### config.mk
export PLATFORM = sky130hd
export DESIGN_NAME = mem_copy_dma
export DESIGN_NICKNAME = d
export VERILOG_FILES = /design/src/rtl/mem_copy_dma_pkg.sv /design/src/rtl/mem_copy_dma.sv
export SDC_FILE = /design/constraint.sdc
export NUM_CORES = 1
export LEC_CHECK = 0
export CORE_MARGIN = 2
export CORE_UTILIZATION = 45
export CTS_CLUSTER_SIZE = 28
export DETAILED_ROUTE_END_ITERATION = 10
export PLACE_DENSITY = 0.78
export SYNTH_ARGS = -nofsm -noshare
export SYNTH_HDL_FRONTEND = slang
export SYNTH_SLANG_ARGS = --single-unit
export TNS_END_PERCENT = 50
### constraint.sdc
create_clock -name clk -period 4.3 [get_ports clk]
set_input_delay 0.43 -clock clk [delete_from_list [all_inputs] [get_ports clk]]
set_output_delay 0.43 -clock clk [all_outputs]
set_load 0.05 [all_outputs]
### src/rtl/mem_copy_dma_pkg.sv
// Shared types for the block-copy DMA engine: transfer unit, error status
// and the unit-to-step-size helper.
package mem_copy_dma_pkg;

  typedef enum logic [1:0] {
    BYTE     = 2'd0,
    HALFWORD = 2'd1,
    WORD     = 2'd2
  } tsize_e;

  typedef enum logic [2:0] {
    ERR_NONE  = 3'd0,
    ERR_LEN   = 3'd1,
    ERR_RD    = 3'd2,
    ERR_WR    = 3'd3,
    ERR_ABORT = 3'd4
  } dma_err_e;

  // Bytes moved per unit; any unused encoding behaves as BYTE.
  function automatic logic [2:0] step_size(input tsize_e t);
    case (t)
      WORD:     return 3'd4;
      HALFWORD: return 3'd2;
      default:  return 3'd1;
    endcase
  endfunction

endpackage

### src/rtl/mem_copy_dma.sv
// Block-copy engine: reads one unit from src, writes it to dst, checks the
// registered write error, and repeats until length bytes are moved.
module mem_copy_dma
  import mem_copy_dma_pkg::*;
#(
  parameter int N  = 1024,
  parameter int LW = 16,
  localparam int AW = $clog2(N)
) (
  input  logic          clk,
  input  logic          rst_n,
  input  logic          start,
  input  logic          abort,
  input  logic [AW-1:0] src_addr,
  input  logic [AW-1:0] dst_addr,
  input  logic [LW-1:0] length,
  input  tsize_e        unit,
  output logic          busy,
  output logic          done,
  output dma_err_e      err,
  output logic [AW-1:0] err_addr,
  output logic [AW-1:0] mem_address,
  output tsize_e        mem_tsize,
  output logic          mem_write,
  output logic [31:0]   mem_write_data,
  input  logic [31:0]   mem_data,
  input  logic          mem_rerror,
  input  logic          mem_werror
);

  // Handshake: start is a single-cycle request honoured only while busy=0;
  // busy stays high until the engine is back in IDLE, and done pulses for
  // one cycle (with busy still high) only when every unit was copied.
  typedef enum logic [2:0] {
    S_IDLE  = 3'd0,
    S_READ  = 3'd1,
    S_WRITE = 3'd2,
    S_WCHK  = 3'd3,
    S_DONE  = 3'd4
  } state_e;

  state_e        state, state_next;
  logic [AW-1:0] src_q, dst_q;
  logic [LW-1:0] rem_q;
  tsize_e        unit_q;
  logic [31:0]   buf_q;

  logic [AW-1:0] step_a;
  logic [LW-1:0] step_l;
  logic [LW-1:0] start_mask;
  logic          len_bad;

  assign step_a     = AW'(step_size(unit_q));
  assign step_l     = LW'(step_size(unit_q));
  assign start_mask = LW'(step_size(unit)) - LW'(1);
  assign len_bad    = (length & start_mask) != '0;

  assign mem_tsize      = unit_q;
  assign mem_write_data = buf_q;

  always_ff @(posedge clk or negedge rst_n) begin
    if (!rst_n) state <= S_IDLE;
    else        state <= state_next;
  end

  always_comb begin
    state_next = state;
    case (state)
      S_IDLE: begin
        if (start) begin
          if (length == '0)  state_next = S_DONE;
          else if (len_bad)  state_next = S_IDLE;
          else               state_next = S_READ;
        end
      end
      S_READ: begin
        if (abort || mem_rerror) state_next = S_IDLE;
        else                     state_next = S_WRITE;
      end
      S_WRITE: state_next = abort ? S_IDLE : S_WCHK;
      S_WCHK: begin
        if (abort || mem_werror) state_next = S_IDLE;
        else if (rem_q == step_l) state_next = S_DONE;
        else                      state_next = S_READ;
      end
      S_DONE:  state_next = S_IDLE;
      default: state_next = S_IDLE;
    endcase
  end

  always_comb begin
    busy        = 1'b0;
    done        = 1'b0;
    mem_write   = 1'b0;
    mem_address = '0;
    case (state)
      S_READ: begin
        busy        = 1'b1;
        mem_address = src_q;
      end
      S_WRITE: begin
        busy        = 1'b1;
        mem_address = dst_q;
        mem_write   = 1'b1;
      end
      S_WCHK: busy = 1'b1;
      S_DONE: begin
        busy = 1'b1;
        done = 1'b1;
      end
      default: ;
    endcase
  end

  // Datapath and status; abort wins over read/write errors in the same cycle.
  always_ff @(posedge clk or negedge rst_n) begin
    if (!rst_n) begin
      src_q    <= '0;
      dst_q    <= '0;
      rem_q    <= '0;
      unit_q   <= WORD;
      buf_q    <= '0;
      err      <= ERR_NONE;
      err_addr <= '0;
    end else begin
      case (state)
        S_IDLE: begin
          if (start) begin
            src_q    <= src_addr;
            dst_q    <= dst_addr;
            rem_q    <= length;
            unit_q   <= unit;
            err_addr <= '0;
            err      <= (length != '0 && len_bad) ? ERR_LEN : ERR_NONE;
          end
        end
        S_READ: begin
          if (abort) begin
            err <= ERR_ABORT;
          end else if (mem_rerror) begin
            err      <= ERR_RD;
            err_addr <= src_q;
          end else begin
            buf_q <= mem_data;
          end
        end
        S_WRITE: begin
          if (abort) err <= ERR_ABORT;
        end
        S_WCHK: begin
          if (abort) begin
            err <= ERR_ABORT;
          end else if (mem_werror) begin
            err      <= ERR_WR;
            err_addr <= dst_q;
          end else begin
            src_q <= src_q + step_a;
            dst_q <= dst_q + step_a;
            rem_q <= rem_q - step_l;
          end
        end
        default: ;
      endcase
    end
  end

endmodule

# After elaboration in Yosys (flattened, before gate mapping)
# Index checks and enable logic that the tools add are counted.
[word_totals]
mem_bits_ro = 0
n_memories = 0
reg_bits = 86
word_cells = 89
inputBits = 76
ramBits = 0
latch_bits = 0
output_inout_bits = 60
[op_classes]
bitwise = 3
order_cmp = 0
n_shift = 0
mux = 40
n_reduce_logical = 16
multipliers = 0
eq_ne = 18
div_mod_pow = 0
addsub = 4
[ops]
columns = ["operator", "n"]
rows = [
  ["$mux 10", 11],
  ["$pmux 10 s2", 3],
  ["$mux 16", 3],
  ["$pmux 16 s2", 1],
  ["$reduce_bool 16->1", 2],
  ["$mux 3", 10],
  ["$pmux 10 s3", 1],
  ["$pmux 3 s4", 2],
  ["$add 10x3->10", 2],
  ["$and 16x16->16", 1],
  ["$eq 16x3->1", 1],
  ["$logic_not 16->1", 1],
  ["$sub 16x3->16", 1],
  ["$ne 2x2->1 const B", 7],
  ["$pmux 3 s2", 2],
  ["$eq 3x2->1 const B", 2],
  ["$ne 3x3->1 const B", 2],
  ["$reduce_and 6->1", 1],
  ["$mux 1", 5],
  ["$reduce_and 5->1", 1],
  ["$eq 2x1->1 const B", 2],
  ["$eq 2x2->1 const B", 2],
  ["$mux 2", 2],
  ["$reduce_and 4->1", 1],
  ["13 further kinds", 15],
]

# Longest topological paths before layout
[logic_depth]
ltp_word = 9
ltp_mapped = 10
depth_no_buf = 9

# Worst setup path before layout
# OpenSTA, ideal clock, no wires.
[synth_timing]
path_type = "flip-flop to flip-flop"
startpoint = "register unit_q[0], in the netlist mem_tsize[0]"
endpoint = "register rem_q[12]"
period_less_slack_ps = 2601
n_path_buf = 1
setup_slack_ps = 1699
arrival_ps = 2521
setup_time_ps = 79
required_time_ps = 4221
stages_incl_launch_ff = 11
path_cell_list = "dfrtp_1 > inv_1 > ha_1 > clkbuf_2 > nor2b_1 > fa_1 > nand2b_1 > nand3b_1 > or3_1 > a21oi_1 > a2bb2oi_1"
[synth_between]
elab_chain_cells = 6
elab_cells_between_ends = 7
cone_classes = "add/sub: 1; eq/ne: 2; mux: 4"
[synth_lines]
columns = ["element", "line", "rtl"]
rows = [
  ["from (decl)", "mem_copy_dma.sv:45", "tsize_e unit_q;"],
  ["from (signal assigned)", "mem_copy_dma.sv:132", "unit_q <= unit;"],
  ["$eq 2x1->1 / $eq 2x2->1 (equally long branches)", "mem_copy_dma_pkg.sv:21", "case (t)"],
  ["$pmux 3 s2 *", "mem_copy_dma_pkg.sv:21", ""],
  ["$sub 16x3->16 *", "mem_copy_dma.sv:159", "rem_q <= rem_q - step_l;"],
  ["$mux 16 *", "mem_copy_dma.sv:153", "end else if (mem_werror) begin"],
  ["$mux 16 *", "mem_copy_dma.sv:151", "if (abort) begin"],
  ["$pmux 16 s2 *", "mem_copy_dma.sv:126", "case (state)"],
  ["to (signal assigned)", "mem_copy_dma.sv:131", "rem_q <= length;"],
  ["to (signal assigned)", "mem_copy_dma.sv:159", ""],
  ["to (decl)", "mem_copy_dma.sv:44", "logic [LW-1:0] rem_q;"],
]
# Mark *: on every way between the ends. The rest lies on a longest branch, timed or not. The select of a mux whose other input is x is not followed.
# A chain may end at the register's enable or synchronous reset.

# Worst setup path in the final report
[layout_timing]
startpoint = "register state[0]"
endpoint = "output mem_address[6]"
[layout_between]
elab_chain_cells = 2
elab_cells_between_ends = 3
cone_classes = "eq/ne: 2; mux: 1"
[layout_lines]
columns = ["element", "line", "rtl"]
rows = [
  ["from (decl)", "mem_copy_dma.sv:42", "state_e state, state_next;"],
  ["from (signal assigned)", "mem_copy_dma.sv:63", "else state <= state_next;"],
  ["$eq 3x2->1 / $eq 3x1->1 (equally long branches)", "mem_copy_dma.sv:96", "case (state)"],
  ["$pmux 10 s2 *", "mem_copy_dma.sv:96", ""],
  ["to (decl)", "mem_copy_dma.sv:22", "output logic [AW-1:0] mem_address,"],
]
# Mark *: on every way between the ends. The rest lies on a longest branch, timed or not.

==> reports/metrics.yaml <==
status:
  status: "finished, final reports clean"
global_routing:
  track_usage_pct: 22.0
  grt_pass1_vias: 3992
  grt_pass1_wl_mm: 19.8
  grt_start_max_net_pins: 87
  gr-total-overflow: 0
  antenna_found_initial: 0
setup_path:
  critical_path_class: "reg -> out"
  cp_cell_sequence: "nand2b_1 -> nor2_1 -> buf_4 -> nand2_1 -> nand2_1 -> clkdlybuf4s50_1"
  slowest_stage: "clkdlybuf4s50_1"
  required_ns: 3.87
  crit_buf_inv: 2
  cp_common_cell: "nand2_1"
  crit_arrival_ns: 2.55
  cp-start-kind: "flop"
  timing.critical_path.slowest_cell_delay_ns: 0.80
  cp-end-kind: "output pin"
  cp_top_family: "buffers and inverters"
  crit_path_max_fanout: 17
route:
  first_iter_violations: 225
  detail-route-antenna-nets: 0
  vias: 4189
  wire_per_inst_um: 16.2
  drc: 0
  routed_wl_mm: 12.1
  drt-pass1-iter-count: 5
  vias_per_cell: 5.61
clocking:
  cts_root_buf: "clkbuf_8"
  hold_buffers: 0
  post_cts_resized: 0
  htreeDepth: 3
  cts.path.max_buffers: 2
  cts_buffers: 9
  post_cts.repair.setup_buffers: 0
  cts_tree: "yes"
  clk_latency_ns: 0.36
  clock_sinks: 86
  cts.clk_slew.worst_paths_ns: 0.09
placement:
  portBuffers: 135
  gp_congestion: 0.833
  hpwl_mm: 8.76
  dp.cells: 731
power_and_ir_drop:
  vdd_drop_max_mv: 0.498
  power_density_nw_per_um2: 823
  p_leak_nw: 2.51
  combPwrFrac_pct: 58.4
  sw_frac_of_total_pct: 49.0
  clockPowerShare_pct: 11.4
  seqPwrFrac_pct: 30.1
  finalPower_mw: 5.18
  switchingPower_mw: 2.53
  internal-power_mw: 2.64
flow_run:
  cap_violations: 0
layout:
  regArea_um2: 2150
  antennaDiodeCount: 0
  area_delta_synth_final_pct: 35.7
  final_nets: 695
  multi_input_area_um2: 2310
  fill_cells: 832
  drive_above_1_share_pct: 11.0
  stdcell_count: 747
synth:
  ys_ff_latch: 86
  synth_edf_count: 0
  yosysWarnings: 0
  synth.distinct_cells: 49
  syn_area_um2: 4640
  ys_async_sr_fraction_pct: 100
  yosysTopAreaCellShare_pct: 45.9
  synth_area_leaders: "dfrtp_1 46%, mux2_2 8.7%, a21oi_1 6.0%, nand2_1 4.0%, nor2_1 3.7%"
  yosys.area.top_type: "dfrtp_1"
  synth-seq-area-share_pct: 46.5
  syn_avg_cell_area_um2: 9.56
  ys.flop_type: "dfrtp_1"
  yosysMostFrequentCell: "dfrtp_1"
  synthCells: 485
  synth_common_cells: "85 x dfrtp_1, 56 x a21oi_1, 49 x nand2_1, 46 x nor2_1, 36 x mux2_2"
  syn_nets: 574
die:
  die_w_um: 105
  fp-row-count: 37
  dieArea_um2: 11100
  pin_count: 136
  die_h_um: 105
  start_util_pct: 45.7
  core_area_um2: 10100
sta:
  fin_skew_ns: 0.0149
  slew-limit-headroom_pct: 27.7
  layout_min_cycle_time_ns: 2.98
  final_max_slew_viol_count: 0
  fin_setup_tns_ns: 0
  setup-violations-final: 0
  grt_setup_unrepaired: "no"
  worst_pin_slew_ns: 1.08
  fmax_ghz: 0.336
  post-route-period-util_pct: 69.2
  hold_violations: 0
worst_hold_path:
  hold_path.class: "in -> async"
-- worst reg2reg max path, cell delays in order, from the launching register on --
cell,delay (ns)
dfrtp_1,0.40
inv_1,0.06
ha_1,0.42
nor2b_1,0.29
fa_1,0.26
nand2b_1,0.13
nand3b_1,0.18
or3_1,0.42
a21oi_1,0.16
a2bb2oi_1,0.19
-- final cells by class --
cell class | count | share of cell area, %
multi-input combinational | 355 | 36.7
sequential | 86 | 34.2
timing repair buffer | 143 | 22.4
tap | 136 | 2.70
clock buffer | 10 | 2.19
clock inverter | 6 | 1.09
inverter | 11 | 0.656
-- flip-flops by register name (all words and copies together), names as in the netlist --
register        flops
src_q              10
dst_q              10
state               3
err                 3
mem_tsize           2
rem_q              16
err_addr           10
mem_write_data     32
-- placed cells by master, fill, tap and decap left out, types with 7 or more instances in the layout --
cell	n
clkdlybuf4s50_1	134
dfrtp_1	85
a21oi_1	55
nand2_1	49
nor2_1	46
mux2_2	36
o21ai_0	25
inv_1	11
o22ai_1	11
nor4_1	10
ha_1	10
clkbuf_8	10
a31oi_1	9
nand3_1	9
buf_4	9
a22o_1	8
a22oi_1	8
nand2b_1	7
nand4_1	7
-- cell families (layout without fill, tap and decap cells) --
group,count (synthesis),after routing,synth area share (%)
AOI/OAI and AO/OA,145,145,19.3
xor gates and xnor gates,5,5,0.945
adders and majority gates,13,13,3.99
buffers and inverters,44,170,3.99
DFF,86,86,46.5
muxes,37,37,8.96
and+or+nand+nor,155,155,16.3
-- stage by stage --
step	instance area, um^2	utilization (%)	hold WS [ns]	setup WS, ns
detailed placement	6080	60.0	0.470	1.68
floorplan	4640	-	0.134	1.70
global route	6290	62.1	0.336	1.17
finish	6290	62.1	0.249	1.32
CTS	6290	62.1	0.309	1.34
global placement	6080	60.0	0.476	1.79
-- power by group through the flow --
stage / Combinational (mW) / Clock (mW) / Sequential [mW]
finish: 3.02 / 0.592 / 1.56
CTS: 3.03 / 0.606 / 1.56
detailed placement: 3.03 / 0 / 1.57
floorplan: 1.36 / 0 / 2.26
global route: 3.23 / 0.636 / 1.62
global placement: 2.96 / 0 / 1.54
-- worst paths after layout --
path,start,endpoint,slack [ns],depth (start not counted)
max,state[0],mem_address[6],1.32,6
min in group clk,rem_q[10],rem_q[10],0.49,1
max in group asynchronous,rst_n,rem_q[14],3.33,1
min,rst_n,mem_write_data[23],0.25,1
min reg2reg,rem_q[10],rem_q[10],0.49,1
max reg2reg,mem_tsize[0],rem_q[12],1.71,9
-- metal layers --
metal	vias up	share of wire [%]	track usage, %	routed length, um
li1	2013	-	-	-
met1	1995	43	30.6	5200
met2	157	48	34.6	5750
met3	24	6.8	3.59	819
met4	0	2.6	8.27	320
met5	-	0	0	0
Note: power is estimated with default switching activity, not from simulation.
==> RTL edit 1, RTL diff (same flow settings) <==
Add an input register stage for `unit`; this delays it by one clock. The other inputs are not delayed to match. Comments in the files are not updated.
--- a/src/rtl/mem_copy_dma.sv
+++ b/src/rtl/mem_copy_dma.sv
@@ -40,4 +40,10 @@
   } state_e;
 
+  tsize_e unit_r;
+
+  always_ff @(posedge clk) begin
+    unit_r <= unit;
+  end
+
   state_e        state, state_next;
   logic [AW-1:0] src_q, dst_q;
@@ -53,5 +59,5 @@
   assign step_a     = AW'(step_size(unit_q));
   assign step_l     = LW'(step_size(unit_q));
-  assign start_mask = LW'(step_size(unit)) - LW'(1);
+  assign start_mask = LW'(step_size(unit_r)) - LW'(1);
   assign len_bad    = (length & start_mask) != '0;
 
@@ -130,5 +136,5 @@
             dst_q    <= dst_addr;
             rem_q    <= length;
-            unit_q   <= unit;
+            unit_q   <= unit_r;
             err_addr <= '0;
             err      <= (length != '0 && len_bad) ? ERR_LEN : ERR_NONE;
Function: changed (a bounded check fails within 4 cycles, from zero or initial values and one cycle with rst_n low).
==> RTL edit 1 against the original RTL <==
  * Routed wire length up 12%
  * Sequential cell count rose by 2
  * Via count increased by 5.8%
  * Combinational power rose by 4%
  * Setup slack got worse by 0.14 ns
  * Area after synthesis up 4.2%
  * Highest routed layer unchanged
  * Total power grew 3.5%
  * Final area is 3.2% higher
  * Largest power group unchanged
  * Clock power rose by 4.4%
==> RTL edit 1: results (changes against the original RTL) <==
- Result of the run: completed (unchanged).
- The power in sequential cells is 0.00160 W (was 0.00156 W).
- The met2 usage in global routing is 0.385 (was 0.346).
- The share of total power in combinational logic came to 0.586 (was 0.584).
- The total routing usage reported by global routing came to 0.236 (was 0.220).
- The switching power summed over all nets came to 0.00265 W (was 0.00253 W).
- The final estimated routing congestion in global placement was 0.865 (was 0.833).
- The fraction of registers with async set or reset after synthesis is 0.977 (was 1.00).
- The post-synthesis instance total is 482 (was 485).
- The detailed-routed wire length on met3 was 953 um (was 819 um).
- The worst clock skew on the final layout was 0.0174 ns (was 0.0149 ns).
- The number of nets in the synthesized netlist is 573 (was 574).
- The number of DRC markers in iteration 0 came to 201 (was 225).
- The final net count is 697 (was 695).
- Leading cell types by count after synthesis: dfrtp_1, nand2_1, mux2_2 (was dfrtp_1, a21oi_1, nand2_1).
- The switching power as a share of total power was 0.494 (was 0.490).
- The worst-case headroom to the max-slew limit is 0.262 (was 0.277).
- The cell area after placement is 6280 um^2 (was 6080 um^2).
- The global-route track usage on met3 was 0.0418 (was 0.0359).
- The register-to-register path setup slack is 1.67 ns (was 1.71 ns).
- The via count of the first global-routing pass is 4292 (was 3992).
- The routed wire length per instance is 18.2 um (was 16.2 um).
- The post-placement worst setup slack is 1.57 ns (was 1.68 ns).
- The critical path startpoint was state[1]$_DFFE_PN0N_ (was state[0]$_DFFE_PN0N_).
- The peak fanout along the critical path is 14 (was 17).
==> RTL edit 1: cell types whose count changed in the layout (fill, tap and decap cells not counted), sizes merged, moves of 6 or more <==
cell / delta
nor2: -17
a22oi: -6
mux2: +8
a22o: +6
a21oi: -25
a2bb2oi: +6
==> RTL edit 1: area by class of cell <==
type | count | area share
Clock buffer | 9 | 0.0191
Clock inverter | 7 | 0.0131
Inverter | 14 | 0.00809
Multi-Input combinational cell | 351 | 0.380
Sequential cell | 88 | 0.338
Tap cell | 136 | 0.0262
Timing Repair Buffer | 142 | 0.216
==> RTL edit 1: kinds of logic after synthesis <==
group | after synthesis | share of synthesized area
AO/OA/AOI/OAI | 140 | 0.197
flip-flops | 88 | 0.454
buffers and inverters | 43 | 0.0360
AND/OR/NAND/NOR | 145 | 0.153
XOR/XNOR | 4 | 0.00725
adder cells (fa/ha/maj) | 15 | 0.0435
multiplexers | 47 | 0.109
==> RTL edit 2, RTL diff (same flow settings) <==
Made on the original files. `LW`: 16 -> 18.
--- a/src/rtl/mem_copy_dma.sv
+++ b/src/rtl/mem_copy_dma.sv
@@ -5,5 +5,5 @@
 #(
   parameter int N  = 1024,
-  parameter int LW = 16,
+  parameter int LW = 18,
   localparam int AW = $clog2(N)
 ) (
Interface: changed (resized length); port bits go from 136 to 138. No check against the original RTL was run, so the function may have changed too.
==> RTL edit 2 against the original RTL <==
  * Routed wire length up 6.3%
  * Final area up 3.0%
  * Die area up 3.7%
  * Utilization up 0.44 points
  * Register-to-register slack worse by 0.02 ns
  * Sequential cell count up 2
  * Total power down 18%
  * Hold slack worse by 0.22 ns
  * Setup slack worse by 0.29 ns
  * Area after synthesis up 3.8%
  * Largest cell class unchanged
==> RTL edit 2: results (changes against the original RTL) <==
- Result of the run: completed (unchanged).
- Synth area leaders: dfrtp_1, mux2_2, a21oi_1, nand2_1, o21ai_0 (was dfrtp_1, mux2_2, a21oi_1, nand2_1, nor2_1).
- The count of placed standard cells including taps came to 748 (was 731).
- The average cell area after synthesis is 9.62 um^2 (was 9.56 um^2).
- The worst reg2reg path startpoint is mem_tsize[0]$_DFFE_PN0P_ (unchanged).
- The HPWL after detailed placement was 9.27 mm (was 8.76 mm).
- The peak fanout along the critical path is 13 (was 17).
- The distinct cell type count of the synthesized netlist is 57 (was 49).
- The cell area after placement is 6270 um^2 (was 6080 um^2).
- The worst clock skew on the final layout came to 0.0144 ns (was 0.0149 ns).
- The number of flip-flops under the largest register name is 32 (unchanged).
- The critical path startpoint is state[1]$_DFFE_PN0N_ (was state[0]$_DFFE_PN0N_).
- The number of antenna violations at the first check in global routing is 0 (unchanged).
- The library cell used as clock root buffer is clkbuf_8 (unchanged).
- The number of buffers added by the clock tree synthesis step is 9 (unchanged).
- The number of nets in the synthesized netlist came to 592 (was 574).
- The standby leakage power is 2.57 nW (was 2.51 nW).
- The post-detailed-routing wire length is 12.8 mm (was 12.1 mm).
- The final estimated routing congestion in global placement is 0.899 (was 0.833).
- The count of cells resized by post-cts repair is 0 (unchanged).
- The endpoint of the worst setup timing path is mem_address[7] (was mem_address[6]).
- The H-tree depth reported by CTS came to 3 (unchanged).
- The synthesis warning total is 0 (unchanged).
- The logic depth of the worst register-to-register path is 9 (unchanged).
- The wire length of the first global-routing pass was 20.8 mm (was 19.8 mm).
- The arrival time of data at the critical path endpoint is 2.83 ns (was 2.55 ns).
- The clock transition at the register clock pins on the worst setup and hold paths after CTS is 0.09 ns (about the same).
- The worst reg2reg path endpoint is rem_q[10]$_DFFE_PN0P_ (was rem_q[12]$_DFFE_PN0P_).
- The post-route non-filler standard cell count is 765 (was 747).
- The number of iterations in the first detailed-routing pass is 5 (unchanged).
- The final net count was 715 (was 695).
- The via count of the first global-routing pass came to 4197 (was 3992).
- The register-to-register path setup slack is 1.69 ns (was 1.71 ns).
- The total routing usage reported by global routing is 0.225 (was 0.220).
- The pin count of the biggest net entering global routing came to 66 (was 87).
- The quantity of I/O buffers inserted on ports is 137 (was 135).
- Leading cell types by count after synthesis: dfrtp_1, nand2_1, a21oi_1 (was dfrtp_1, a21oi_1, nand2_1).
- The fraction of registers with async set or reset after synthesis is 1.00 (unchanged).
- The number of post-CTS setup repair buffers came to 0 (unchanged).
- The slew of the pin with the lowest slew margin is 1.12 ns (was 1.08 ns).
- The share of the yosys chip area belonging to registers came to 0.458 (was 0.465).
- The number of DRC markers in iteration 0 is 258 (was 225).
- The type of the tightest min-delay check is in -> async (unchanged).
- The source-to-sink clock delay at the later pin of the worst-skew pair is 0.36 ns (about the same).
- The maximum number of buffers from clock root to sink is 2 (unchanged).
- The via count came to 4384 (was 4189).
- The number of inserted filler cells in the final layout is 875 (was 832).
- The worst-case vdd ir drop is 0.396 mV (was 0.498 mV).
- The ratio of cells with drive above 1 in the final layout is 0.111 (was 0.110).
## RTL edit 2: logic make-up (layout without fill, tap and decap cells)
kind of cell / count (synthesis) / in the layout / share of synthesized area
flops: 88 / 88 / 0.458
simple gates: 151 / 151 / 0.157
compound gates: 164 / 164 / 0.217
xor+xnor: 4 / 4 / 0.00728
fa+ha+maj: 14 / 14 / 0.0411
buf+inv: 44 / 172 / 0.0377
mux: 35 / 35 / 0.0819
other cells: 0 / 1 / 0
## RTL edit 2: routing by layer
metal	GRT usage	share of wire	up-vias
met4	0.0833	0.020	0
met1	0.307	0.43	2139
met5	0	0	-
met3	0.0266	0.051	15
li1	-	-	2084
met2	0.372	0.50	146
## RTL edit 2: worst max-delay path: stages, from the launching register on
cell and delay, ns:
dfrtp_1 0.56, nand2b_1 0.13, nor2_1 0.72, a22o_1 0.27
clkdlybuf4s50_1 0.80
## RTL edit 2: worst min-delay path by stage
| stage | startpoint | endpoint | slack, ns | cells after the start |
|---|---|---|---|---|
| 2_1_floorplan | rst_n | dst_q[0]$_DFFE_PN0P_ | 0.13 | 0 |
| 3_3_place_gp | rst_n | mem_write_data[18]$_DFFE_PN0P_ | 0.42 | 1 |
| 3_5_place_dp | rst_n | mem_write_data[13]$_DFFE_PN0P_ | 0.42 | 1 |
| 4_1_cts | rst_n | mem_write_data[13]$_DFFE_PN0P_ | 0.04 | 1 |
| 5_1_grt | rst_n | mem_write_data[14]$_DFFE_PN0P_ | 0.07 | 1 |
| 6_report | rst_n | mem_write_data[13]$_DFFE_PN0P_ | 0.03 | 1 |
## RTL edit 2: power by group
part / switching, W / total (W) / internal (W) / leakage [nW]
logic: 0.00140 / 0.00225 / 0.000856 / 1.43
registers: 0.000271 / 0.00141 / 0.00113 / 1.04
clock network: 0.000308 / 0.000598 / 0.000290 / 0.101
## RTL edit 2: layout make-up
type,instances,area [um^2],share of cell area
multi-input combinational,368,2430,0.375
sequential,88,2200,0.340
clock buffer,11,141,0.0218
clock inverter,5,63.8,0.00985
antenna,1,2.50,0.000386
inverter,12,45.0,0.00695
tap,136,170,0.0263
timing repair buffer,144,1420,0.219
## RTL edit 2: stage by stage
stage / power [W] / setup WS, ns
finish: 0.00426 / 1.04
CTS: 0.00427 / 1.06
global route: 0.00449 / 0.880
global placement: 0.00361 / 1.55
floorplan: 0.00289 / 1.70
detailed placement: 0.00367 / 1.45
